File: src/rtl/reg_bus_pkg.sv
// rtl/reg_bus_pkg.sv - shared state encoding, default sizes and slice helper for the register bus reader
package reg_bus_pkg;

   typedef enum logic [1:0] {
      IDLE  = 2'd0,
      DRIVE = 2'd1,
      DONE  = 2'd2
   } state_t;

   localparam int DEF_WIDTH = 8;
   localparam int DEF_NREG  = 4;
   localparam int DEF_SEL_W = 2;

   function automatic logic [DEF_WIDTH-1:0] get_slice(
      input logic [DEF_NREG*DEF_WIDTH-1:0] bus,
      input logic [DEF_SEL_W-1:0]          idx
   );
      return bus[idx*DEF_WIDTH +: DEF_WIDTH];
   endfunction

endpackage

File: src/rtl/reg_bus_if.sv
// rtl/reg_bus_if.sv - burst command and output bus handshake bundle; BUS_PARITY_EN adds bus_parity
interface reg_bus_if #(
   parameter int WIDTH = 8,
   parameter int SEL_W = 2
);
   logic             rd_start;
   logic [SEL_W-1:0] rd_addr;
   logic [SEL_W:0]   rd_count;
   logic             bus_ready;
   logic [WIDTH-1:0] BusOut;
   logic             bus_valid;
   logic             busy;
   logic             done;
`ifdef BUS_PARITY_EN
   logic             bus_parity;

   modport master (
      input  rd_start, rd_addr, rd_count, bus_ready,
      output BusOut, bus_valid, busy, done, bus_parity
   );
   modport slave (
      output rd_start, rd_addr, rd_count, bus_ready,
      input  BusOut, bus_valid, busy, done, bus_parity
   );
`else
   modport master (
      input  rd_start, rd_addr, rd_count, bus_ready,
      output BusOut, bus_valid, busy, done
   );
   modport slave (
      output rd_start, rd_addr, rd_count, bus_ready,
      input  BusOut, bus_valid, busy, done
   );
`endif
endinterface

File: src/rtl/reg_bus_mux.sv
// rtl/reg_bus_mux.sv - combinational NREG:1 selector over the flattened register bank
module reg_bus_mux #(
   parameter int WIDTH = 8,
   parameter int NREG  = 4,
   parameter int SEL_W = 2
) (
   input  logic [NREG*WIDTH-1:0] reg_data,
   input  logic [SEL_W-1:0]      sel,
   output logic [WIDTH-1:0]      data
);
   assign data = reg_data[sel*WIDTH +: WIDTH];
endmodule

File: src/rtl/reg_bus_reader.sv
// rtl/reg_bus_reader.sv - bursts consecutive register values onto a valid/ready bus, wrapping the bank
// Optional BUS_PARITY_EN adds a registered even-parity bit alongside BusOut.
module reg_bus_reader
   import reg_bus_pkg::*;
#(
   parameter int WIDTH = DEF_WIDTH,
   parameter int NREG  = DEF_NREG,
   parameter int SEL_W = DEF_SEL_W
) (
   input  logic                  Clk,
   input  logic                  rstN,
   input  logic [NREG*WIDTH-1:0] reg_data,
   reg_bus_if.master             bus
);
   localparam logic [SEL_W:0]   CNT_MAX = (SEL_W+1)'(NREG);
   localparam logic [SEL_W:0]   CNT_ONE = (SEL_W+1)'(1);
   localparam logic [SEL_W-1:0] ADR_ONE = SEL_W'(1);

   state_t           state_q, state_d;
   logic [SEL_W-1:0] addr_q, addr_d, sel;
   logic [SEL_W:0]   cnt_q, cnt_d;
   logic [WIDTH-1:0] data_q, data_d, mux_out;
   logic             valid_q, valid_d;
   logic             done_q, done_d;

   // One selector serves both the first load (rd_addr) and the next-beat preload (addr+1).
   reg_bus_mux #(.WIDTH(WIDTH), .NREG(NREG), .SEL_W(SEL_W)) u_mux (
      .reg_data (reg_data),
      .sel      (sel),
      .data     (mux_out)
   );

   always_ff @(posedge Clk or negedge rstN) begin
      if (!rstN) begin
         state_q <= IDLE;
         addr_q  <= '0;
         cnt_q   <= '0;
         data_q  <= '0;
         valid_q <= 1'b0;
         done_q  <= 1'b0;
      end else begin
         state_q <= state_d;
         addr_q  <= addr_d;
         cnt_q   <= cnt_d;
         data_q  <= data_d;
         valid_q <= valid_d;
         done_q  <= done_d;
      end
   end

   always_comb begin
      state_d = state_q;
      addr_d  = addr_q;
      cnt_d   = cnt_q;
      data_d  = data_q;
      valid_d = valid_q;
      done_d  = 1'b0;
      sel     = addr_q + ADR_ONE;
      case (state_q)
         IDLE: begin
            sel = bus.rd_addr;
            if (bus.rd_start && (bus.rd_count != '0)) begin
               addr_d  = bus.rd_addr;
               cnt_d   = (bus.rd_count > CNT_MAX) ? CNT_MAX : bus.rd_count;
               data_d  = mux_out;
               valid_d = 1'b1;
               state_d = DRIVE;
            end
         end
         DRIVE: begin
            if (valid_q && bus.bus_ready) begin
               if (cnt_q > CNT_ONE) begin
                  addr_d = addr_q + ADR_ONE;
                  cnt_d  = cnt_q - CNT_ONE;
                  data_d = mux_out;
               end else begin
                  valid_d = 1'b0;
                  done_d  = 1'b1;
                  state_d = DONE;
               end
            end
         end
         DONE:    state_d = IDLE;
         default: state_d = IDLE;
      endcase
   end

   assign bus.BusOut    = data_q;
   assign bus.bus_valid = valid_q;
   assign bus.busy      = (state_q != IDLE);
   assign bus.done      = done_q;

`ifdef BUS_PARITY_EN
   logic parity_q;

   always_ff @(posedge Clk or negedge rstN) begin
      if (!rstN) parity_q <= 1'b0;
      else       parity_q <= ^data_d;
   end

   assign bus.bus_parity = parity_q;
`endif
endmodule

File: src/flat_wrapper.sv
// flat-port wrapper written by rule: the top's interface ports become plain ports
module reg_bus_reader_flat import reg_bus_pkg::*;
#(
   parameter int WIDTH = DEF_WIDTH,
   parameter int NREG  = DEF_NREG,
   parameter int SEL_W = DEF_SEL_W
)
  (Clk, rstN, reg_data, bus_rd_start, bus_rd_addr, bus_rd_count, bus_bus_ready, bus_BusOut, bus_bus_valid, bus_busy, bus_done);
  reg_bus_if #(.WIDTH(WIDTH), .SEL_W(SEL_W)) bus_i ();
  input  logic Clk;
  input  logic rstN;
  input  logic [NREG*WIDTH-1:0] reg_data;
  input wire logic [$bits(bus_i.rd_start)-1:0] bus_rd_start;
  input wire logic [$bits(bus_i.rd_addr)-1:0] bus_rd_addr;
  input wire logic [$bits(bus_i.rd_count)-1:0] bus_rd_count;
  input wire logic [$bits(bus_i.bus_ready)-1:0] bus_bus_ready;
  output wire logic [$bits(bus_i.BusOut)-1:0] bus_BusOut;
  output wire logic [$bits(bus_i.bus_valid)-1:0] bus_bus_valid;
  output wire logic [$bits(bus_i.busy)-1:0] bus_busy;
  output wire logic [$bits(bus_i.done)-1:0] bus_done;
  assign bus_i.rd_start = bus_rd_start;
  assign bus_i.rd_addr = bus_rd_addr;
  assign bus_i.rd_count = bus_rd_count;
  assign bus_i.bus_ready = bus_bus_ready;
  assign bus_BusOut = bus_i.BusOut;
  assign bus_bus_valid = bus_i.bus_valid;
  assign bus_busy = bus_i.busy;
  assign bus_done = bus_i.done;
  reg_bus_reader #(.WIDTH(WIDTH), .NREG(NREG), .SEL_W(SEL_W)) u_core (.Clk(Clk), .rstN(rstN), .reg_data(reg_data), .bus(bus_i));
endmodule
File: config.mk
export PLATFORM = sky130hd
export DESIGN_NAME = reg_bus_reader_flat
export DESIGN_NICKNAME = d
export VERILOG_FILES = /design/src/rtl/reg_bus_pkg.sv /design/src/rtl/reg_bus_if.sv /design/src/rtl/reg_bus_mux.sv /design/src/rtl/reg_bus_reader.sv /design/src/flat_wrapper.sv
export SDC_FILE = /design/constraint.sdc
export NUM_CORES = 1
export LEC_CHECK = 0
export BUFFER_PORTS_ARGS = -buffer_cell sky130_fd_sc_hd__buf_2
export CORE_AREA = 2 2 41 70
export CTS_BUF_LIST = sky130_fd_sc_hd__clkbuf_16
export CTS_CLUSTER_DIAMETER = 60
export DETAILED_ROUTE_END_ITERATION = 6
export DIE_AREA = 0 0 43 72
export PLACE_DENSITY = 0.73
export SLEW_MARGIN = 30
export SYNTH_ARGS = -nofsm -noshare
export SYNTH_HDL_FRONTEND = slang
export SYNTH_SLANG_ARGS = --single-unit
File: constraint.sdc
create_clock -name Clk -period 2.16 [get_ports Clk]
set_input_delay 0.216 -clock Clk [delete_from_list [all_inputs] [get_ports Clk]]
set_output_delay 0.216 -clock Clk [all_outputs]
set_load 0.05 [all_outputs]
; After elaboration in Yosys (flattened, before gate mapping)
; Cells that the tools add are included.
[totals]
regBits = 17
[classes]
muxes = 25
shifts = 1
order_cmp = 2
addsub = 2
eq_ne = 5
n_reduce_logical = 9
[op_table]
columns = op, count
row1 = $shiftx A32 B6 Y8, 1
row2 = $mux W8, 3
row3 = $pmux W8 S2, 1
row4 = $mux W2, 7
row5 = $mux W3, 4
row6 = $pmux W2 S2, 2
row7 = $reduce_and A4 Y1, 2
row8 = $mux W1, 6
row9 = $ne A2 B1 Y1 const B, 3
row10 = $pmux W3 S2, 1
row11 = $reduce_bool A2 Y1, 2
row12 = $gt A3 B1 Y1 const B, 1
row13 = $gt A3 B3 Y1 const B, 1
row14 = $reduce_and A3 Y1, 1
row15 = $reduce_bool A3 Y1, 1
row16 = $sub A3 B1 Y3 const B, 1
row17 = $add A2 B1 Y2 const B, 1
row18 = $eq A2 B1 Y1 const B, 1
row19 = $logic_and A1 B1 Y1, 2
row20 = $logic_not A2 Y1, 1
row21 = $ne A2 B2 Y1 const B, 1
row22 = $pmux W1 S2, 1

; Longest topological paths before layout
; Gate-level depths: netlist of the first run.
[depth]
depth_word = 6
ltp_mapped = 9
ltp_nobuf = 7

; Modules after synthesis
; Synthesis of the first run repeated with hierarchy kept, for this count alone.
[hier_totals]
cells_unflattened = 87
area_unflattened_um2 = 1081.0
[by_module_without_submodules]
columns = mod, cells_each, area_per_inst_um2, seq_area_each_um2, n_inst
row1 = reg_bus_reader, 77, 884.6, 425.4, 1
row2 = reg_bus_mux, 10, 196.4, 0.0, 1

; Worst setup path before layout of the first run
; No wires, ideal clock.
[synth_timing]
kind = reg-to-reg
start = register u_core.state_q[0]
end = register u_core.data_q[0] (netlist: u_core.bus.BusOut[0])
stages_incl_launch_ff = 8
path_buffers = 2
arrival_time_ns = 1.722
period_less_slack_ns = 1.796
t_required_ns = 2.086
slack_ns = 0.364
cell_sequence = dfrtp_1 or2_1 buf_6 mux2i_4 buf_12 mux2i_1 mux2_2 o21ai_2
[synth_via]
elab_chain_len = 6
elab_cells_between_ends = 13
classes_between = eq/ne (4) / shift (1) / mux (5) / reduce/logical (3)
[synth_lines]
columns = item, line_no
row1 = "start, declared", reg_bus_reader.sv:19  ; state_t state_q, state_d;
row2 = "start signal, assigned", reg_bus_reader.sv:42  ; state_q <= state_d;
row3 = $logic_not A2 Y1, reg_bus_reader.sv:59  ; case (state_q)
row4 = $mux W2, reg_bus_reader.sv:59
row5 = $shiftx A32 B6 Y8, reg_bus_mux.sv:11  ; assign data = reg_data[sel*WIDTH +: WIDTH];
row6 = $mux W8, reg_bus_reader.sv:72  ; if (cnt_q > CNT_ONE) begin
row7 = $mux W8, reg_bus_reader.sv:71  ; if (valid_q && bus.bus_ready) begin
row8 = $pmux W8 S2, reg_bus_reader.sv:59
row9 = "end signal, assigned", reg_bus_reader.sv:45  ; data_q <= data_d;
row10 = "end, declared", reg_bus_reader.sv:22  ; logic [WIDTH-1:0] data_q, data_d, mux_out;
; Several ways; a longest one is shown, not always the timed one. The select of a mux whose other input is x is not followed.
; A chain may end at the register's enable or synchronous reset.

; Worst setup path in the final report of the first run
[layout_timing]
start = register u_core.state_q[0]
end = register u_core.data_q[6] (netlist: u_core.bus.BusOut[6])
; The elaborated chain is that of the path after synthesis.

==> results.ini, run 1 <==
[status]
status = complete, no violations

[logic_synthesis]
synth_area_leader_cell = dfrtp_1
synth_xor_xnor_area_share_pct = 0.795
synth.avg_cell_area_um2 = 10.3
synth-adder-area-share_pct = 2.27
synthesis.area_mm2 = 0.00110
yosysTopAreaCellShare_pct = 38.6
syn_nets = 150
syn_inst = 107
synth_top_family_by_area = multiplexers
yosysSeqAreaShare_pct = 38.6
ys_types = 28
ys_ff_latch = 17
yosys.area_share.simple_pct = 11.1
yosys_warnings = 0
synthTopCellsByArea = dfrtp_1, mux2i_1, mux2_2, o21ai_2, nand2_1
synth_compound_area_share_pct = 16.2
synth_mux_area_share_pct = 25.7

[power]
power_frac_clock_pct = 13.7
intPower_mw = 1.42
swShare_pct = 46.5
seqPwrFrac_pct = 21.7
p_switching_mw = 1.23
combPwrFrac_pct = 64.6
finalPower_mw = 2.65
max-vdd-ir-drop_mv = 0.998
power_leakage_nw = 0.767
powerDensity_mw_per_mm2 = 1810

[sta]
finalHoldViolations = 0
tightestPinTransition_ns = 0.525
fin_tns_setup_ns = 0
final_max_slew_viol_count = 0
fmax_mhz = 552
rsz0062_at_grt = no
post-route-period-util_pct = 83.8
finalCriticalPeriod_ns = 1.81
slew_headroom_pct = 65.0
finClkSkew_ns = 0.000585
holdWs_ns = 0.235
setup_viol = 0
setup_slack_ns = 0.350

[worst_setup_path]
critPathBufInv = 0
critPathLaunchType = flip-flop
critPathKind = reg2reg
worst_r2r_path_depth = 4
cp.arrival_ns = 1.99
crit_family = compound AO/OA/AOI/OAI gates
slowest_stage = a21oi_2
critPathMaxFanout = 8
slowest_delay_ns = 0.47
r2r_slack_ns = 0.35
cp_cell_sequence = or2_1, a21oi_2, mux2_2, o21ai_2
r2r-start = u_core.state_q[0]
worst_setup_path_end_kind = flip-flop
cp.required_ns = 2.34
worstReg2RegEnd = u_core.bus.BusOut[6]

[cells_and_area]
areaGrowthSynthToFinish_pct = 33.0
design_area_mm2 = 0.00147
final_nets = 204
multi_input_area_um2 = 618
regArea_um2 = 425
nFillCells = 229
finish.utilization_pct = 58.1
final_cell_mix = buf_2, mux2i_1, dfrtp_1
final_common_cell = buf_2
n_antenna_cell = 0
final_cell_count_no_fill = 186
final_layout_size_suffix_gt1_share_pct = 47.5

[placement]
dp_cells = 180
routabilityCongestion = 0.805
port_buffers = 51
dp_hpwl_um = 1880
place_ws_ns = 0.106
placed_area_mm2 = 0.00136

[global_routing]
grt_max_degree = 18
grt_pass1_vias = 982
grt_pass1_wl_um = 4060
grt_overflow = 0
antenna_found_initial = 0
grt_util_all_layers_pct = 16.5

[drt]
ant_nets = 0
wl_um = 2370
drc_errors = 0
drt-initial-drc-count = 9
wire_per_inst_um = 12.7
vias = 984
dr.pass1.iters = 4
via_per_inst = 5.29

[floorplanning]
initial_core_util_pct = 43.7
rows = 24
die_x_um = 43
die_y_um = 72
core_area_mm2 = 0.00252
die_area_mm2 = 0.00310
boundaryPins = 52

[hold_path]
hold_depth = 3
hold_start = bus_rd_addr[0]
hold_end = u_core.addr_q[0]
holdCritPathClass = in2reg

[cts]
clkSinkCount = 17
clk_latency_ns = 0.25
cts.path.max_buffers = 2
numCtsBuffers = 3
h-tree-depth = 1
cts_tree = built
cts_root_buffer = clkbuf_16
path_clk_slew_ns = 0.05

[flow_run]
drv_cap = 0

## worst max-delay path by stage
| stage | from | end | slack [ns] | cells after the start |
|---|---|---|---|---|
| 5_1_grt | u_core.state_q[0] | u_core.bus.BusOut[6] | 0.24 | 4 |
| 4_1_cts | u_core.state_q[0] | u_core.bus.BusOut[6] | 0.09 | 5 |
| 3_3_place_gp | u_core.state_q[0] | u_core.bus.BusOut[6] | 0.20 | 5 |
| 2_1_floorplan | u_core.state_q[0] | u_core.bus.BusOut[0] | 0.36 | 7 |
| 3_5_place_dp | u_core.state_q[0] | u_core.bus.BusOut[0] | 0.11 | 5 |
| 6_report | u_core.state_q[0] | u_core.bus.BusOut[6] | 0.35 | 4 |
## worst register-to-register path, stage by stage, from the launching register on
cell and delay, ns:
dfrtp_1 0.41, or2_1 0.35, a21oi_2 0.47, mux2_2 0.41, o21ai_2 0.10
## cell type report
type | count | share of cell area [%]
Multi-Input combinational cell | 81 | 42.2
Clock inverter | 1 | 0.256
Sequential cell | 17 | 29.0
Timing Repair Buffer | 55 | 20.5
Tap cell | 26 | 2.22
Clock buffer | 3 | 5.12
Inverter | 3 | 0.768
## synthesized netlist by cell type
master / number
a21o_1: 1
a21oi_1: 5
a21oi_2: 1
buf_12: 1
buf_2: 1
buf_6: 1
clkbuf_1: 3
dfrtp_1: 17
ha_1: 2
inv_1: 3
mux2_2: 8
mux2i_1: 17
mux2i_4: 1
nand2_1: 10
nand3_1: 1
nand3b_1: 2
nor2_1: 8
nor3b_1: 2
o2111ai_1: 1
o21ai_0: 5
o21ai_1: 2
o21ai_2: 8
o21ba_2: 1
o22ai_1: 1
o31ai_1: 1
or2_1: 2
or2b_1: 1
xor2_1: 1
## metal layers
metal	wire length, um	global-route usage, %
met2	1310	29.5
met5	0	0
met1	883	19.1
met3	149	3.48
met4	23	5.39
## cell families after synthesis
| logic type | after synthesis |
|---|---|
| xor+xnor | 1 |
| fa+ha+maj | 2 |
| compound gates | 26 |
| mux | 26 |
| buf+inv | 9 |
| simple gates | 26 |
| flops | 17 |
## timing repair
action | in CTS | in global routing
endpoints found under the setup margin | 0 | 4
hold endpoints to repair | 17 | 0
gates resized for setup | 0 | 0
buffers inserted | 0 | 1
hold buffers | 1 | 0
## power by group through the flow
stage / clock (mW) / sequential, mW / combinational, mW
floorplan: 0 / 0.855 / 1.15
CTS: 0.374 / 0.575 / 1.67
finish: 0.365 / 0.575 / 1.71
global placement: 0 / 0.572 / 1.60
detailed placement: 0 / 0.579 / 1.66
global route: 0.384 / 0.593 / 1.86
## sequential cells by signal, indices dropped and copies added (netlist names)
signal	flops
u_core.addr_q	2
u_core.bus.BusOut	8
u_core.bus.bus_valid	1
u_core.bus.done	1
u_core.cnt_q	3
u_core.state_q	2
(Power assumes the default switching activity.)
==> run 2: changes to the inputs <==
--- a/config.mk
+++ b/config.mk
@@ -5,13 +5,14 @@
 export SDC_FILE = /design/constraint.sdc
 export NUM_CORES = 1
 export LEC_CHECK = 0
+export ABC_AREA = 1
 export BUFFER_PORTS_ARGS = -buffer_cell sky130_fd_sc_hd__buf_2
-export CORE_AREA = 2 2 41 70
+export CORE_AREA = 2 2 46 80
 export CTS_BUF_LIST = sky130_fd_sc_hd__clkbuf_16
 export CTS_CLUSTER_DIAMETER = 60
 export DETAILED_ROUTE_END_ITERATION = 6
-export DIE_AREA = 0 0 43 72
-export PLACE_DENSITY = 0.73
+export DIE_AREA = 0 0 48 82
+export PLACE_DENSITY = 0.7
 export SLEW_MARGIN = 30
 export SYNTH_ARGS = -nofsm -noshare
 export SYNTH_HDL_FRONTEND = slang
==> constraint.sdc (replaced) <==
create_clock -name Clk -period 1.6 [get_ports Clk]
set_input_delay 0.16 -clock Clk [delete_from_list [all_inputs] [get_ports Clk]]
set_output_delay 0.16 -clock Clk [all_outputs]
set_load 0.05 [all_outputs]
==> run 2 against run 1 <==
Net effect:
- count of clock-buffer cells in the layout did not move
- combinational power increased by 69%
- clock power is 35% higher
- critical path depth up 5
- setup slack got worse by 0.30 ns
- wire length is 36% higher
- die area is 27% higher
- sequential power up 40%
- first-iteration DRC count grew to 4.7 times the previous value
- critical path type unchanged
==> results.ini, run 2 <==
[worst_setup_path]
r2r_slack_ns = 0.05
slowest_stage = dfrtp_1
critPathKind = reg2reg
worst_setup_path_end_kind = flip-flop
cp.arrival_ns = 1.71
critPathLaunchType = flip-flop
slowest_delay_ns = 0.37
critPathMaxFanout = 18
cp.required_ns = 1.76
path_depth = 9
cp_cell_sequence = inv_1, ha_1, o21bai_2, nand3_4, nand2_2, nor2_4, buf_12, nand2_1, o21ai_0
critPathBufInv = 2
worstReg2RegEnd = u_core.cnt_q[2]
crit_family = flip-flops
worst_r2r_path_depth = 9
r2r-start = u_core.cnt_q[1]

[power]
power_frac_clock_pct = 11.7
max-vdd-ir-drop_mv = 1.02
swShare_pct = 53.8
intPower_mw = 1.94
power_leakage_nw = 1.08
finalPower_mw = 4.19
powerDensity_mw_per_mm2 = 2340
seqPwrFrac_pct = 19.2
combPwrFrac_pct = 69.1
p_switching_mw = 2.25

[cells_and_area]
final_layout_size_suffix_gt1_share_pct = 35.4
areaGrowthSynthToFinish_pct = 27.1
n_antenna_cell = 0
nFillCells = 344
final_common_cell = nand3_1
final_cell_mix = nand3_1, buf_2, inv_1
final_nets = 304
largest_reg_flops = 8
regArea_um2 = 425
multi_input_area_um2 = 759

[logic_synthesis]
synthTopCellsByArea = dfrtp_1, nand3_1, inv_1, nand2_2, nand2_1
synth.avg_cell_area_um2 = 6.83
ys_types = 21
yosysSeqAreaShare_pct = 30.2
yosysTopAreaCellShare_pct = 30.2
yosys_warnings = 0
synthTopCellsByCount = nand3_1, inv_1, nand2_1
yosysMostFrequentCell = nand3_1
synth-async-reset-ratio_pct = 100
syn_nets = 249
ys_ff_latch = 17
synthesis.area_mm2 = 0.00141
syn_inst = 206
synth_area_leader_cell = dfrtp_1
synth_ff_type = dfrtp_1
synth_edf_count = 0

[cts]
cts_tree = built
cts.path.max_buffers = 2
cts_root_buffer = clkbuf_16
h-tree-depth = 1
clk_latency_ns = 0.25
clkSinkCount = 17
path_clk_slew_ns = 0.05
numCtsBuffers = 3

[floorplanning]
die_x_um = 48
rows = 28
boundaryPins = 52
initial_core_util_pct = 42.3
core_area_mm2 = 0.00333
die_y_um = 82
die_area_mm2 = 0.00394

[drt]
ant_nets = 0
drc_errors = 0
wl_um = 3220
via_per_inst = 4.64
vias = 1416
dr.pass1.iters = 4
wire_per_inst_um = 10.6
drt-initial-drc-count = 42

[sta]
finalHoldViolations = 0
setup_viol = 0
finalCriticalPeriod_ns = 1.55
final_max_slew_viol_count = 0
holdWs_ns = 0.191
slew_headroom_pct = 74.3
tightestPinTransition_ns = 0.386
finClkSkew_ns = 0.00137
fin_tns_setup_ns = 0
fmax_mhz = 646
post-route-period-util_pct = 96.7

[global_routing]
grt_pass1_wl_um = 4960
grt_max_degree = 19
grt_util_all_layers_pct = 17.6
grt_pass1_vias = 1236
grt_overflow = 0
antenna_found_initial = 0

[placement]
port_buffers = 51
routabilityCongestion = 0.773
dp_hpwl_um = 2550

[hold_path]
hold_end = u_core.state_q[0]
hold_depth = 3
hold_start = bus_rd_start
holdCritPathClass = in2reg

[status]
status = complete, no violations

[flow_run]
drv_cap = 0

[run 2: timing repair]
| action | CTS | global route |
|---|---|---|
| setup endpoints to repair | 0 | 9 |
| hold buffers | 1 | 0 |
| endpoints found under the hold margin | 17 | 0 |
| setup buffers | 0 | 1 |
| gates resized for setup | 0 | 1 |
[run 2: power groups by stage]
stage	Combinational (mW)	Sequential, mW	Clock [mW]
final	2.89	0.803	0.492
after detailed placement	2.86	0.797	0
after floorplan	1.99	1.17	0
after global placement	2.81	0.805	0
after CTS	2.87	0.797	0.498
after global routing	3.20	0.829	0.512
[run 2: final cells by class]
cell class | count | share of cell area, %
clock buffers | 3 | 4.20
clock inverters | 1 | 0.210
inverters | 45 | 9.44
multi-input cells | 139 | 42.4
flip-flops and latches | 17 | 23.8
well taps | 45 | 3.15
repair buffers | 55 | 16.8
[run 2: layer usage]
metal / track usage, % / part of all wire (%) / vias to the layer above
li1: - / - / 752
met1: 18.7 / 38 / 612
met2: 32.0 / 55 / 47
met3: 0.879 / 4.4 / 5
met4: 9.73 / 2.3 / 0
met5: 0 / 0 / -
[run 2: how the worst max path moves through the flow]
stage	slack (ns)	endpoint	startpoint
3_5_place_dp	0.04	u_core.bus.BusOut[5]	u_core.cnt_q[0]
4_1_cts	0.03	u_core.bus.BusOut[5]	u_core.cnt_q[0]
5_1_grt	-0.03	u_core.cnt_q[2]	u_core.cnt_q[1]
3_3_place_gp	0.09	u_core.bus.BusOut[7]	u_core.cnt_q[0]
6_report	0.05	u_core.cnt_q[2]	u_core.cnt_q[1]
2_1_floorplan	0.13	u_core.addr_q[1]	u_core.bus.bus_valid
[run 2: cell families (layout without fill, tap and decap cells)]
kind of cell	count (synthesis)	count (layout)	synth area share (%)
simple gates	123	123	46.0
buf+inv	50	104	16.1
flops	17	17	30.2
compound gates	14	14	5.87
fa+ha+maj	2	2	1.78
[run 2: worst reg2reg max path, stage by stage, from the launching register on]
cell and delay, ns:
dfrtp_1 0.37, inv_1 0.08, ha_1 0.18, o21bai_2 0.23, nand3_4 0.10, nand2_2 0.07, nor2_4 0.12, buf_12 0.16
nand2_1 0.06, o21ai_0 0.08
[run 2: stage by stage]
step	std cells	utilization [%]	setup slack (ns)	instance area, um2
floorplan	206	-	0.134	1410
global placement	299	50.8	0.0929	1690
detailed placement	299	50.8	0.0415	1690
CTS	304	53.4	0.0323	1780
global route	305	53.8	-0.0313	1790
finish	305	53.8	0.0520	1790
